<file path="config.mk">
export PLATFORM = sky130hd
export DESIGN_NAME = sys_cmd_ctrl
export DESIGN_NICKNAME = d
export VERILOG_FILES = /design/src/rtl/sys_cmd_ctrl_pkg.sv /design/src/rtl/sys_cmd_tx_ser.sv /design/src/rtl/sys_cmd_ctrl.sv
export SDC_FILE = /design/constraint.sdc
export NUM_CORES = 1
export LEC_CHECK = 0
export ABC_AREA = 1
export CAP_MARGIN = 15
export CELL_PAD_IN_SITES_DETAIL_PLACEMENT = 1
export CELL_PAD_IN_SITES_GLOBAL_PLACEMENT = 1
export CORE_MARGIN = 5
export CORE_UTILIZATION = 35
export CTS_CLUSTER_DIAMETER = 200
export DETAILED_ROUTE_END_ITERATION = 6
export PLACE_DENSITY_LB_ADDON = 0.1
export SYNTH_ARGS = -nofsm -noshare
export SYNTH_HDL_FRONTEND = slang
export SYNTH_SLANG_ARGS = --single-unit
</file>
<file path="constraint.sdc">
create_clock -name CLK -period 2.24 [get_ports CLK]
set_clock_uncertainty 0.15 [all_clocks]
set_input_delay 0.224 -clock CLK [delete_from_list [all_inputs] [get_ports CLK]]
set_output_delay 0.224 -clock CLK [all_outputs]
set_load 0.05 [all_outputs]
</file>
<file path="src/rtl/sys_cmd_ctrl_pkg.sv">
// Shared constants for the UART command controller: opcodes, the error
// response byte, FSM state encoding and a small sizing helper.
package sys_cmd_pkg;

   localparam logic [7:0] CMD_RF_WR   = 8'hAA;
   localparam logic [7:0] CMD_RF_RD   = 8'hBB;
   localparam logic [7:0] CMD_ALU_OP  = 8'hCC;
   localparam logic [7:0] CMD_ALU_NOP = 8'hDD;
   localparam logic [7:0] ERR_CODE    = 8'hEE;

   localparam logic [3:0] ST_IDLE     = 4'd0;
   localparam logic [3:0] ST_GET_ADDR = 4'd1;
   localparam logic [3:0] ST_GET_DATA = 4'd2;
   localparam logic [3:0] ST_RF_WR    = 4'd3;
   localparam logic [3:0] ST_RF_RD    = 4'd4;
   localparam logic [3:0] ST_RD_WAIT  = 4'd5;
   localparam logic [3:0] ST_GET_A    = 4'd6;
   localparam logic [3:0] ST_GET_B    = 4'd7;
   localparam logic [3:0] ST_GET_FUN  = 4'd8;
   localparam logic [3:0] ST_ALU_RUN  = 4'd9;
   localparam logic [3:0] ST_TX       = 4'd10;
   localparam logic [3:0] ST_ERR      = 4'd11;

   typedef enum logic [3:0] {
      S_IDLE     = ST_IDLE,
      S_GET_ADDR = ST_GET_ADDR,
      S_GET_DATA = ST_GET_DATA,
      S_RF_WR    = ST_RF_WR,
      S_RF_RD    = ST_RF_RD,
      S_RD_WAIT  = ST_RD_WAIT,
      S_GET_A    = ST_GET_A,
      S_GET_B    = ST_GET_B,
      S_GET_FUN  = ST_GET_FUN,
      S_ALU_RUN  = ST_ALU_RUN,
      S_TX       = ST_TX,
      S_ERR      = ST_ERR
   } state_t;

   // Number of DATA_W-sized bytes needed to carry a W-bit value
   function automatic int ceil_div(input int a, input int b);
      return (a + b - 1) / b;
   endfunction

endpackage

</file>
<file path="src/rtl/sys_cmd_tx_ser.sv">
// Response serialiser: loads up to NBYTES bytes plus a byte count and
// pushes them to the TX FIFO LSB first, stalling while tx_full is high.
module sys_cmd_tx_ser #(
   parameter int DATA_W = 8,
   parameter int NBYTES = 2,
   parameter int CNT_W  = $clog2(NBYTES + 1)
) (
   input  logic                     CLK,
   input  logic                     RST,
   input  logic                     load,
   input  logic [NBYTES*DATA_W-1:0] load_data,
   input  logic [CNT_W-1:0]         load_cnt,
   input  logic                     tx_full,
   output logic [DATA_W-1:0]        tx_data,
   output logic                     tx_valid,
   output logic                     done
);

   logic [NBYTES*DATA_W-1:0] shreg;
   logic [CNT_W-1:0]         remain;
   logic                     send;

   assign send = !load && (remain != '0) && !tx_full;

   // Byte shift register; content is meaningless until loaded
   always_ff @(posedge CLK) begin
      if (load)
         shreg <= load_data;
      else if (send)
         shreg <= shreg >> DATA_W;
   end

   // Byte counter and registered TX strobe; tx_data holds across stalls
   always_ff @(posedge CLK or negedge RST) begin
      if (!RST) begin
         remain   <= '0;
         tx_data  <= '0;
         tx_valid <= 1'b0;
         done     <= 1'b0;
      end else begin
         tx_valid <= 1'b0;
         done     <= 1'b0;
         if (load) begin
            remain <= load_cnt;
         end else if (send) begin
            tx_data  <= shreg[DATA_W-1:0];
            tx_valid <= 1'b1;
            remain   <= remain - 1'b1;
            done     <= (remain == CNT_W'(1));
         end
      end
   end

endmodule

</file>
<file path="src/rtl/sys_cmd_ctrl.sv">
// Command controller between UART RX, register file, ALU and TX FIFO.
// Parses AA/BB/CC/DD frames, drives RF and ALU, returns responses LSB first.
// Optional inter-byte frame timeout: define SYS_CMD_TIMEOUT_EN.
module sys_cmd_ctrl
   import sys_cmd_pkg::*;
#(
   parameter int DATA_W      = 8,
   parameter int ADDR_W      = 4,
   parameter int ALU_OUT_W   = 16,
   parameter int OPA_ADDR    = 0,
   parameter int OPB_ADDR    = 1,
   parameter int TIMEOUT_CYC = 1024
) (
   input  logic                 CLK,
   input  logic                 RST,
   input  logic [DATA_W-1:0]    rx_data,
   input  logic                 rx_valid,
   input  logic [DATA_W-1:0]    rd_data,
   input  logic                 rd_valid,
   input  logic [ALU_OUT_W-1:0] alu_out,
   input  logic                 alu_valid,
   input  logic                 tx_full,
   output logic [ADDR_W-1:0]    rf_addr,
   output logic                 rf_wr_en,
   output logic                 rf_rd_en,
   output logic [DATA_W-1:0]    rf_wr_data,
   output logic                 alu_en,
   output logic [3:0]           alu_fun,
   output logic                 alu_clk_en,
   output logic [DATA_W-1:0]    tx_data,
   output logic                 tx_valid,
   output logic                 busy,
   output logic                 err
);

   localparam int NBYTES = ceil_div(ALU_OUT_W, DATA_W);
   localparam int CNT_W  = $clog2(NBYTES + 1);
   localparam int RESP_W = NBYTES * DATA_W;

   state_t             state, next;
   logic               is_rd;
   logic               ser_load, ser_done;
   logic [CNT_W-1:0]   ser_cnt;
   logic [RESP_W-1:0]  resp;
   logic               timeout_hit;

`ifdef SYS_CMD_TIMEOUT_EN
   localparam int TO_W = $clog2(TIMEOUT_CYC + 1);
   logic [TO_W-1:0] to_cnt;
   logic            in_wait;

   assign in_wait = state inside {S_GET_ADDR, S_GET_DATA, S_GET_A, S_GET_B, S_GET_FUN};

   // Inter-byte counter, restarted by every received byte
   always_ff @(posedge CLK or negedge RST) begin
      if (!RST)
         to_cnt <= '0;
      else if (!in_wait || rx_valid)
         to_cnt <= '0;
      else
         to_cnt <= to_cnt + 1'b1;
   end

   assign timeout_hit = in_wait && !rx_valid && (to_cnt == TO_W'(TIMEOUT_CYC - 1));
`else
   // Frame states wait forever; TIMEOUT_CYC has no effect in this build
   assign timeout_hit = 1'b0 && (TIMEOUT_CYC != 0);
`endif

   // State register
   always_ff @(posedge CLK or negedge RST) begin
      if (!RST) state <= S_IDLE;
      else      state <= next;
   end

   // Next-state decode and response loading into the serialiser
   always_comb begin
      next     = state;
      ser_load = 1'b0;
      ser_cnt  = CNT_W'(1);
      resp     = '0;
      case (state)
         S_IDLE: if (rx_valid) begin
            if (rx_data == DATA_W'(CMD_RF_WR) || rx_data == DATA_W'(CMD_RF_RD)) next = S_GET_ADDR;
            else if (rx_data == DATA_W'(CMD_ALU_OP))                           next = S_GET_A;
            else if (rx_data == DATA_W'(CMD_ALU_NOP))                          next = S_GET_FUN;
            else                                                               next = S_ERR;
         end
         S_GET_ADDR: if (rx_valid) next = is_rd ? S_RF_RD : S_GET_DATA;
         S_GET_DATA: if (rx_valid) next = S_RF_WR;
         S_RF_WR:    next = S_IDLE;
         S_RF_RD:    next = S_RD_WAIT;
         S_RD_WAIT: if (rd_valid) begin
            resp[DATA_W-1:0] = rd_data;
            ser_load         = 1'b1;
            next             = S_TX;
         end
         S_GET_A:    if (rx_valid) next = S_GET_B;
         S_GET_B:    if (rx_valid) next = S_GET_FUN;
         S_GET_FUN:  if (rx_valid) next = S_ALU_RUN;
         S_ALU_RUN: if (alu_valid) begin
            resp[ALU_OUT_W-1:0] = alu_out;
            ser_cnt             = CNT_W'(NBYTES);
            ser_load            = 1'b1;
            next                = S_TX;
         end
         S_TX:       if (ser_done) next = S_IDLE;
         S_ERR: begin
            resp[DATA_W-1:0] = DATA_W'(ERR_CODE);
            ser_load         = 1'b1;
            next             = S_TX;
         end
         default:    next = S_IDLE;
      endcase
      if (timeout_hit) next = S_IDLE;
   end

   // Registered RF/ALU/status outputs derived from the upcoming state
   always_ff @(posedge CLK or negedge RST) begin
      if (!RST) begin
         is_rd      <= 1'b0;
         rf_addr    <= '0;
         rf_wr_en   <= 1'b0;
         rf_rd_en   <= 1'b0;
         rf_wr_data <= '0;
         alu_en     <= 1'b0;
         alu_fun    <= '0;
         alu_clk_en <= 1'b0;
         busy       <= 1'b0;
         err        <= 1'b0;
      end else begin
         busy       <= (next != S_IDLE);
         rf_rd_en   <= (next == S_RF_RD);
         alu_en     <= (next == S_ALU_RUN);
         alu_clk_en <= (next == S_ALU_RUN);
         err        <= (next == S_ERR) || timeout_hit;
         rf_wr_en   <= (next == S_RF_WR) ||
                       (rx_valid && (state == S_GET_A || state == S_GET_B));
         if (rx_valid) begin
            case (state)
               S_IDLE:     is_rd <= (rx_data == DATA_W'(CMD_RF_RD));
               S_GET_ADDR: rf_addr <= rx_data[ADDR_W-1:0];
               S_GET_DATA: rf_wr_data <= rx_data;
               S_GET_A: begin
                  rf_addr    <= ADDR_W'(OPA_ADDR);
                  rf_wr_data <= rx_data;
               end
               S_GET_B: begin
                  rf_addr    <= ADDR_W'(OPB_ADDR);
                  rf_wr_data <= rx_data;
               end
               S_GET_FUN:  alu_fun <= rx_data[3:0];
               default:    ;
            endcase
         end
      end
   end

   sys_cmd_tx_ser #(
      .DATA_W (DATA_W),
      .NBYTES (NBYTES),
      .CNT_W  (CNT_W)
   ) u_tx_ser (
      .CLK       (CLK),
      .RST       (RST),
      .load      (ser_load),
      .load_data (resp),
      .load_cnt  (ser_cnt),
      .tx_full   (tx_full),
      .tx_data   (tx_data),
      .tx_valid  (tx_valid),
      .done      (ser_done)
   );

endmodule

</file>
==> metrics.md, run 1 <==
| Metric | Value |
|---|---|
| Worst-path clk slew | `0.11 ns` |
| Avg Vias per Cell | `4.56` |
| Synth Area in Simple Gates | `0.295` |
| Antenna Nets Post-Route | `0` |
| Total global routing overflow | `0` |
| Capturing element type of the critical path | `flip-flop` |
| Clk Latency, worst-skew pair | `0.31 ns` |
| Final min period | `2.03 ns` |
| Crit path launch | `state[1]` |
| DRC Markers | `0` |
| DP Area | `3270 sq um` |
| Synthesized area | `2520 sq um` |
| Synthesized area per cell | `8.64 sq um` |
| CP cell instances | `inv_2 -> nand2_1 -> nor2_1 -> nand2_2 -> nand2_2 -> inv_2 -> o21ai_2` |
| Nets | `403` |
| Min-delay src | `u_tx_ser.shreg[5]` |
| Hold_ws | `0.307 ns` |
| Die span in x | `94.9 um` |
| CTS H-tree depth | `2` |
| Final period util | `0.904` |
| Clk buf depth | `2` |
| Post-DP HPWL | `5100 um` |
| IO Port Bufs | `68` |
| Initial core utilization | `0.353` |
| Root Buffer | `clkbuf_8` |
| Mapped Cells | `292` |
| Number of global-route vias before repair | `2,168` |
| Final non-filler cell total | `463` |
| Adder and majority cell fraction of the synthesized area | `0.00992` |
| Fraction of layout cells with a size suffix above 1 | `0.0687` |
| Endpoints failing setup | `0` |
| Die Span Y | `94.9 um` |
| Diodes inserted | `0` |
| Slew Limit Headroom | `0.412` |
| CTS sink cnt | `54` |
| CTS tree | `yes` |
| FILL cells | `877` |
| WL per Instance | `13.9 um` |
| Largest family of logic cells by synthesized area | `simple AND/OR/NAND/NOR gates` |
| Full die area | `9010 sq um` |
| Crit-path max cell delay | `0.48 ns` |
| Req. time, crit path | `2.04 ns` |
| Arr. time, crit path | `1.82 ns` |
| Crit Path Category | `reg -> reg` |
| Post-Synth XOR/XNOR Area | `0` |
| RePlAce Congestion | `0.835` |
| #FFs+latches synth | `54` |
| Total GRT Usage | `0.152` |
| Post-CTS Repair Setup Buffers | `0` |
| Post-route design area | `3370 sq um` |
| Largest net degree at the start of global routing | `39` |
| Synth unique cells | `27` |
| VDD IR-drop max | `472 uV` |
| Global-route wire length before repair | `10,600 um` |
| Cts hold-fix bufs | `1` |
| DRT iter0 DRCs | `31` |
| Placed Cells | `454` |
| Sequential share of the synthesized area | `0.567` |
| Slew Limit Fails | `0` |
| Drt pass-1 iters | `4` |
| Startpoint types | `flip-flop` |
| Most frequent cells in the layout | `nand2_1, clkdlybuf4s50_1, nor2_1, dfrtp_1, inv_1` |
| Hold Crit Class | `reg -> reg` |
| Result of the run | `finished clean` |
| Slowest stage cell on the critical path | `dfrtp_1` |
| Fin. Hold Viols | `0` |
| Mux contribution to synthesized area | `0.00446` |
| IO Count | `69` |
| Final TNS setup | `0 ns` |
| DR vias | `2,112` |
| Max_cap viols | `0` |
| Rows | `31` |
| Mapped Nets | `332` |
| Resize count post-CTS | `0` |
| Synth Area in Compound Gates | `0.0511` |
| Layout area overhead | `33.7%` |
| Leak Pwr | `1.57 nW` |
| CTS buffer count | `5` |
| Detailed-route wire length | `6420 um` |
| Worst R2R Start | `state[1]` |
| Core Footprint | `7140 sq um` |
| Yosys warning total | `0` |
| Unrepaired setup endpoints after global routing | `no` |
| Least-Margin Pin Slew | `0.882 ns` |
| Commonest non-fill, non-tap cell in the layout | `nand2_1` |
| Max frequency | `0.494 GHz` |
| PD cells | `1400 nW/um^2` |
| Initial antenna violation count | `0` |
| Crit Path Max Fanout | `19` |
final timing paths:
kind                       depth (start not counted)  slack, ns                   to
setup reg to reg                                   7       0.21    u_tx_ser.shreg[7]
min in group asynchronous                          2       0.40                  err
setup / recovery                                   7       0.21    u_tx_ser.shreg[7]
hold / removal                                     2       0.31  u_tx_ser.tx_data[5]
max in group asynchronous                          2       0.99        rf_wr_data[6]
hold reg to reg                                    2       0.31  u_tx_ser.tx_data[5]
cell usage after synthesis, drive strengths merged:
| cell | n | area share |
|---|---|---|
| nor3 | 1 | 0.0020 |
| edfxtp | 16 | 0.19 |
| ha | 2 | 0.0099 |
| nand2 | 103 | 0.16 |
| nand3b | 2 | 0.0060 |
| o211ai | 1 | 0.0030 |
| inv | 31 | 0.046 |
| nand3 | 18 | 0.038 |
| dfrtp | 38 | 0.38 |
| buf | 7 | 0.026 |
| a21boi | 1 | 0.0030 |
| nor2 | 42 | 0.070 |
| nor4 | 1 | 0.0025 |
| nand4 | 6 | 0.015 |
| o21ai | 15 | 0.031 |
| mux2 | 1 | 0.0045 |
| a21oi | 7 | 0.014 |
worst max-delay path: cells and delay by family, from the launching register on:
kind | cells | cell delay (ns)
flip-flops | 1 | 0.48
AND/OR/NAND/NOR | 4 | 0.40
AO/OA/AOI/OAI | 1 | 0.36
buffers and inverters | 2 | 0.25
through the flow:
step / worst slack, ns / utilization / power (mW)
floorplan: 0.532 / - / 3.40
global placement: 0.189 / 0.458 / 4.17
detailed placement: 0.176 / 0.458 / 4.23
CTS: 0.195 / 0.472 / 4.80
global route: 0.0701 / 0.472 / 5.06
finish: 0.215 / 0.472 / 4.74
power breakdown:
group / switching (mW) / internal (mW)
logic: 1.65 / 0.781
clock network: 0.341 / 0.225
registers: 0.236 / 1.50
total: 2.23 / 2.51
routing by layer:
layer  GRT usage  routed length (um)  vias to the layer above
met3      0.0319                 293                        7
met2       0.244                3060                       41
met4      0.0433                  77                        0
met1       0.206                2990                     1003
li1            -                   -                     1061
met5           0                   0                        -
registers in the layout, summed over array words and instances, names as in the netlist:
signal             count
u_tx_ser.shreg        16
rf_wr_data             8
u_tx_ser.tx_data       8
alu_fun                4
rf_addr                4
state                  4
u_tx_ser.remain        2
alu_clk_en             1
busy                   1
err                    1
is_rd                  1
rf_rd_en               1
rf_wr_en               1
u_tx_ser.done          1
u_tx_ser.tx_valid      1
kinds of logic after synthesis:
kind of cell,count (synthesis)
muxes,1
buffers and inverters,38
adders and majority gates,2
AOI/OAI and AO/OA,24
and+or+nand+nor,173
DFF,54
area by class of cell:
| type | count | area (sq um) | area share |
|---|---|---|---|
| repair buffers | 71 | 701 | 0.208 |
| clock inverters | 3 | 22.5 | 0.00668 |
| inverters | 31 | 116 | 0.0345 |
| multi-input cells | 200 | 908 | 0.269 |
| flip-flops and latches | 54 | 1430 | 0.424 |
| well taps | 99 | 124 | 0.0367 |
| clock buffers | 5 | 68.8 | 0.0204 |
(Power assumes the default switching activity.)
==> run 2: changes to the inputs <==
==> constraint.sdc (replaced) <==
create_clock -name CLK -period 2.1 [get_ports CLK]
set_clock_uncertainty 0.15 [all_clocks]
set_input_delay 0.21 -clock CLK [delete_from_list [all_inputs] [get_ports CLK]]
set_output_delay 0.21 -clock CLK [all_outputs]
set_load 0.05 [all_outputs]
==> run 2 against run 1 <==
  * Utilization up 0.79 points
  * Power rose by 8.0%
  * Via count hardly changed
  * Register-to-register slack improved by 0.09 ns
  * First-iteration DRC count rose by 45%
  * Combinational power rose by 9.5%
  * Cell count increased by 1.1%
  * Critical path depth fell by 6
  * Non-clock buffer count rose by 5
  * Critical endpoint is now alu_clk_en
  * Largest power group unchanged
==> metrics.md, run 2 (same netlist as run 1, synthesis figures left out) <==
| Metric | Value |
|---|---|
| Core Footprint | `7140 sq um (unchanged)` |
| Full die area | `9010 sq um (unchanged)` |
| Result of the run | `finished clean` |
| DRC Markers | `0 (unchanged)` |
| Max frequency | `0.533 GHz` |
| Post-DP HPWL | `5300 um (+3.9%)` |
| Die span in x | `94.9 um (unchanged)` |
| IO Port Bufs | `68 (unchanged)` |
| Crit Path Max Fanout | `2 (-17)` |
| Layout area overhead | `35.9%` |
| DRT iter0 DRCs | `45 (+45%)` |
| Leak Pwr | `1.61 nW (+2.2%)` |
| Hold Crit Class | `in -> async` |
| Largest reg by FF count | `u_tx_ser.shreg` |
| WP buf/inv | `1 (-1)` |
| Least-Margin Pin Slew | `0.511 ns (-0.371 ns)` |
| WL per Instance | `13.9 um (about the same)` |
| CTS tree | `yes` |
| DR vias | `2,113 (+0.047%)` |
| Slew Limit Fails | `0 (unchanged)` |
| Fin util | `0.480 (+0.00789)` |
| CP cell instances | `clkdlybuf4s50_1` |
| GR Layer Usage met1 | `0.205 (-0.000711)` |
| Total GRT Usage | `0.153 (+0.00163)` |
| CTS buffer count | `5 (unchanged)` |
| Req. time, crit path | `1.74 ns (-0.30 ns)` |
| Startpoint types | `flip-flop` |
| Largest net degree at the start of global routing | `20 (-49%)` |
| Rows | `31 (unchanged)` |
| Fraction of layout cells with a size suffix above 1 | `0.0813 (+0.0126)` |
| Avg Vias per Cell | `4.51 (-1.0%)` |
| Initial core utilization | `0.353 (unchanged)` |
| Diodes inserted | `0 (unchanged)` |
| Clk buf depth | `2 (unchanged)` |
| Nets | `408 (+1.2%)` |
| Placed Cells | `459 (+1.1%)` |
| Drt pass-1 iters | `4 (unchanged)` |
| Antenna Nets Post-Route | `0 (unchanged)` |
| Slowest stage cell on the critical path | `clkdlybuf4s50_1` |
| Crit-path max cell delay | `0.81 ns (+0.33 ns)` |
| VDD IR-drop max | `449 uV (-4.8%)` |
| IO Count | `69 (unchanged)` |
| Global route hottest layer | `met2` |
| CTS H-tree depth | `2 (unchanged)` |
| Detailed-route wire length | `6490 um (+1.2%)` |
| Slew Limit Headroom | `0.658 (+0.247)` |
| Initial antenna violation count | `0 (unchanged)` |
| Met3 Track Usage GR | `0.0279 (-0.00398)` |
| Final TNS setup | `0 ns (unchanged)` |
| Endpoints failing setup | `0 (unchanged)` |
| Worst-path clk slew | `0.11 ns (about the same)` |
| Post-CTS Repair Setup Buffers | `0 (unchanged)` |
| Worst R2R Setup Slack | `0.30 ns (+0.09 ns)` |
| Fin. Hold Viols | `0 (unchanged)` |
| Unrepaired setup endpoints after global routing | `no` |
| Family with the most delay on the worst path | `buffers and inverters` |
| Final period util | `0.894` |
| Most frequent cells in the layout | `nand2_1, clkdlybuf4s50_1, nor2_1, dfrtp_1, inv_1` |
| Final non-filler cell total | `468 (+1.1%)` |
| PD cells | `1490 nW/um^2 (+6.3%)` |
| Total global routing overflow | `0 (unchanged)` |
| Final min period | `1.88 ns` |
| Arr. time, crit path | `1.52 ns (-0.30 ns)` |
| Max reg flops | `16 (unchanged)` |
| Die Span Y | `94.9 um (unchanged)` |
| Crit Path Category | `reg -> out` |
| RePlAce Congestion | `0.882 (+5.7%)` |
| Root Buffer | `clkbuf_8` |
| Capturing element type of the critical path | `output pin` |
| Max_cap viols | `0 (unchanged)` |
| Grt met2 use | `0.254 (+0.00940)` |
| Global-route wire length before repair | `10,700 um (+1.4%)` |
| Clk Latency, worst-skew pair | `0.31 ns (about the same)` |
| CTS sink cnt | `54 (unchanged)` |
| Number of global-route vias before repair | `2,217 (+2.3%)` |
| Commonest non-fill, non-tap cell in the layout | `nand2_1` |
| Biggest regs | `u_tx_ser.shreg: 16 flops, rf_wr_data: 8 flops, u_tx_ser.tx_data: 8 flops` |
-- run 2: metrics by stage --
stage	area (sq um)	setup slack, ns	hold slack (ns)	power [mW]
floorplan	2520	0.392	-0.236	3.63
global placement	3320	0.288	-0.0175	4.49
detailed placement	3320	0.274	-0.00848	4.57
CTS	3430	0.211	0.181	5.19
global route	3430	0.183	0.224	5.47
finish	3430	0.223	0.172	5.12
-- run 2: cell type report --
class | instances | area [sq um]
Clock buffer | 5 | 68.8
Clock inverter | 3 | 28.8
Fill cell | 878 | 3710
Inverter | 31 | 116
Multi-Input combinational cell | 200 | 908
Sequential cell | 54 | 1430
Tap cell | 99 | 124
Timing Repair Buffer | 76 | 751
-- run 2: final timing paths --
check	start	end	cells after the start
min in group CLK	u_tx_ser.shreg[5]	u_tx_ser.tx_data[5]	2
setup / recovery	alu_clk_en	alu_clk_en	1
hold reg to reg	u_tx_ser.shreg[5]	u_tx_ser.tx_data[5]	2
setup reg to reg	state[3]	u_tx_ser.shreg[6]	8
max in group asynchronous	RST	rf_addr[1]	3
hold / removal	RST	state[3]	2
-- run 2: timing repair --
item / 4_1_cts / 5_1_grt
endpoints found under the setup margin: 0 / 0
gates resized for setup: 0 / 0
hold buffers: 1 / 0
endpoints found under the hold margin: 14 / 0
-- run 2: power by group --
part	switching [mW]	internal, mW
clock network	0.368	0.248
logic	1.78	0.879
registers	0.243	1.60
-- run 2: layer usage --
layer  up-vias  part of all wire  wire, um
li1       1077                 -         -
met2        38              0.49      3170
met1       991              0.46      3000
met5         -                 0         0
met4         0             0.012        75
met3         7             0.038       249
==> run 3: changes to the inputs <==
--- a/config.mk
+++ b/config.mk
@@ -14,6 +14,7 @@
 export CTS_CLUSTER_DIAMETER = 200
 export DETAILED_ROUTE_END_ITERATION = 6
 export PLACE_DENSITY_LB_ADDON = 0.1
+export SETUP_SLACK_MARGIN = 0.05
 export SYNTH_ARGS = -nofsm -noshare
 export SYNTH_HDL_FRONTEND = slang
 export SYNTH_SLANG_ARGS = --single-unit
==> results of run 3 <==
No change in the layout: final DEF, timing and power equal those of run 2.
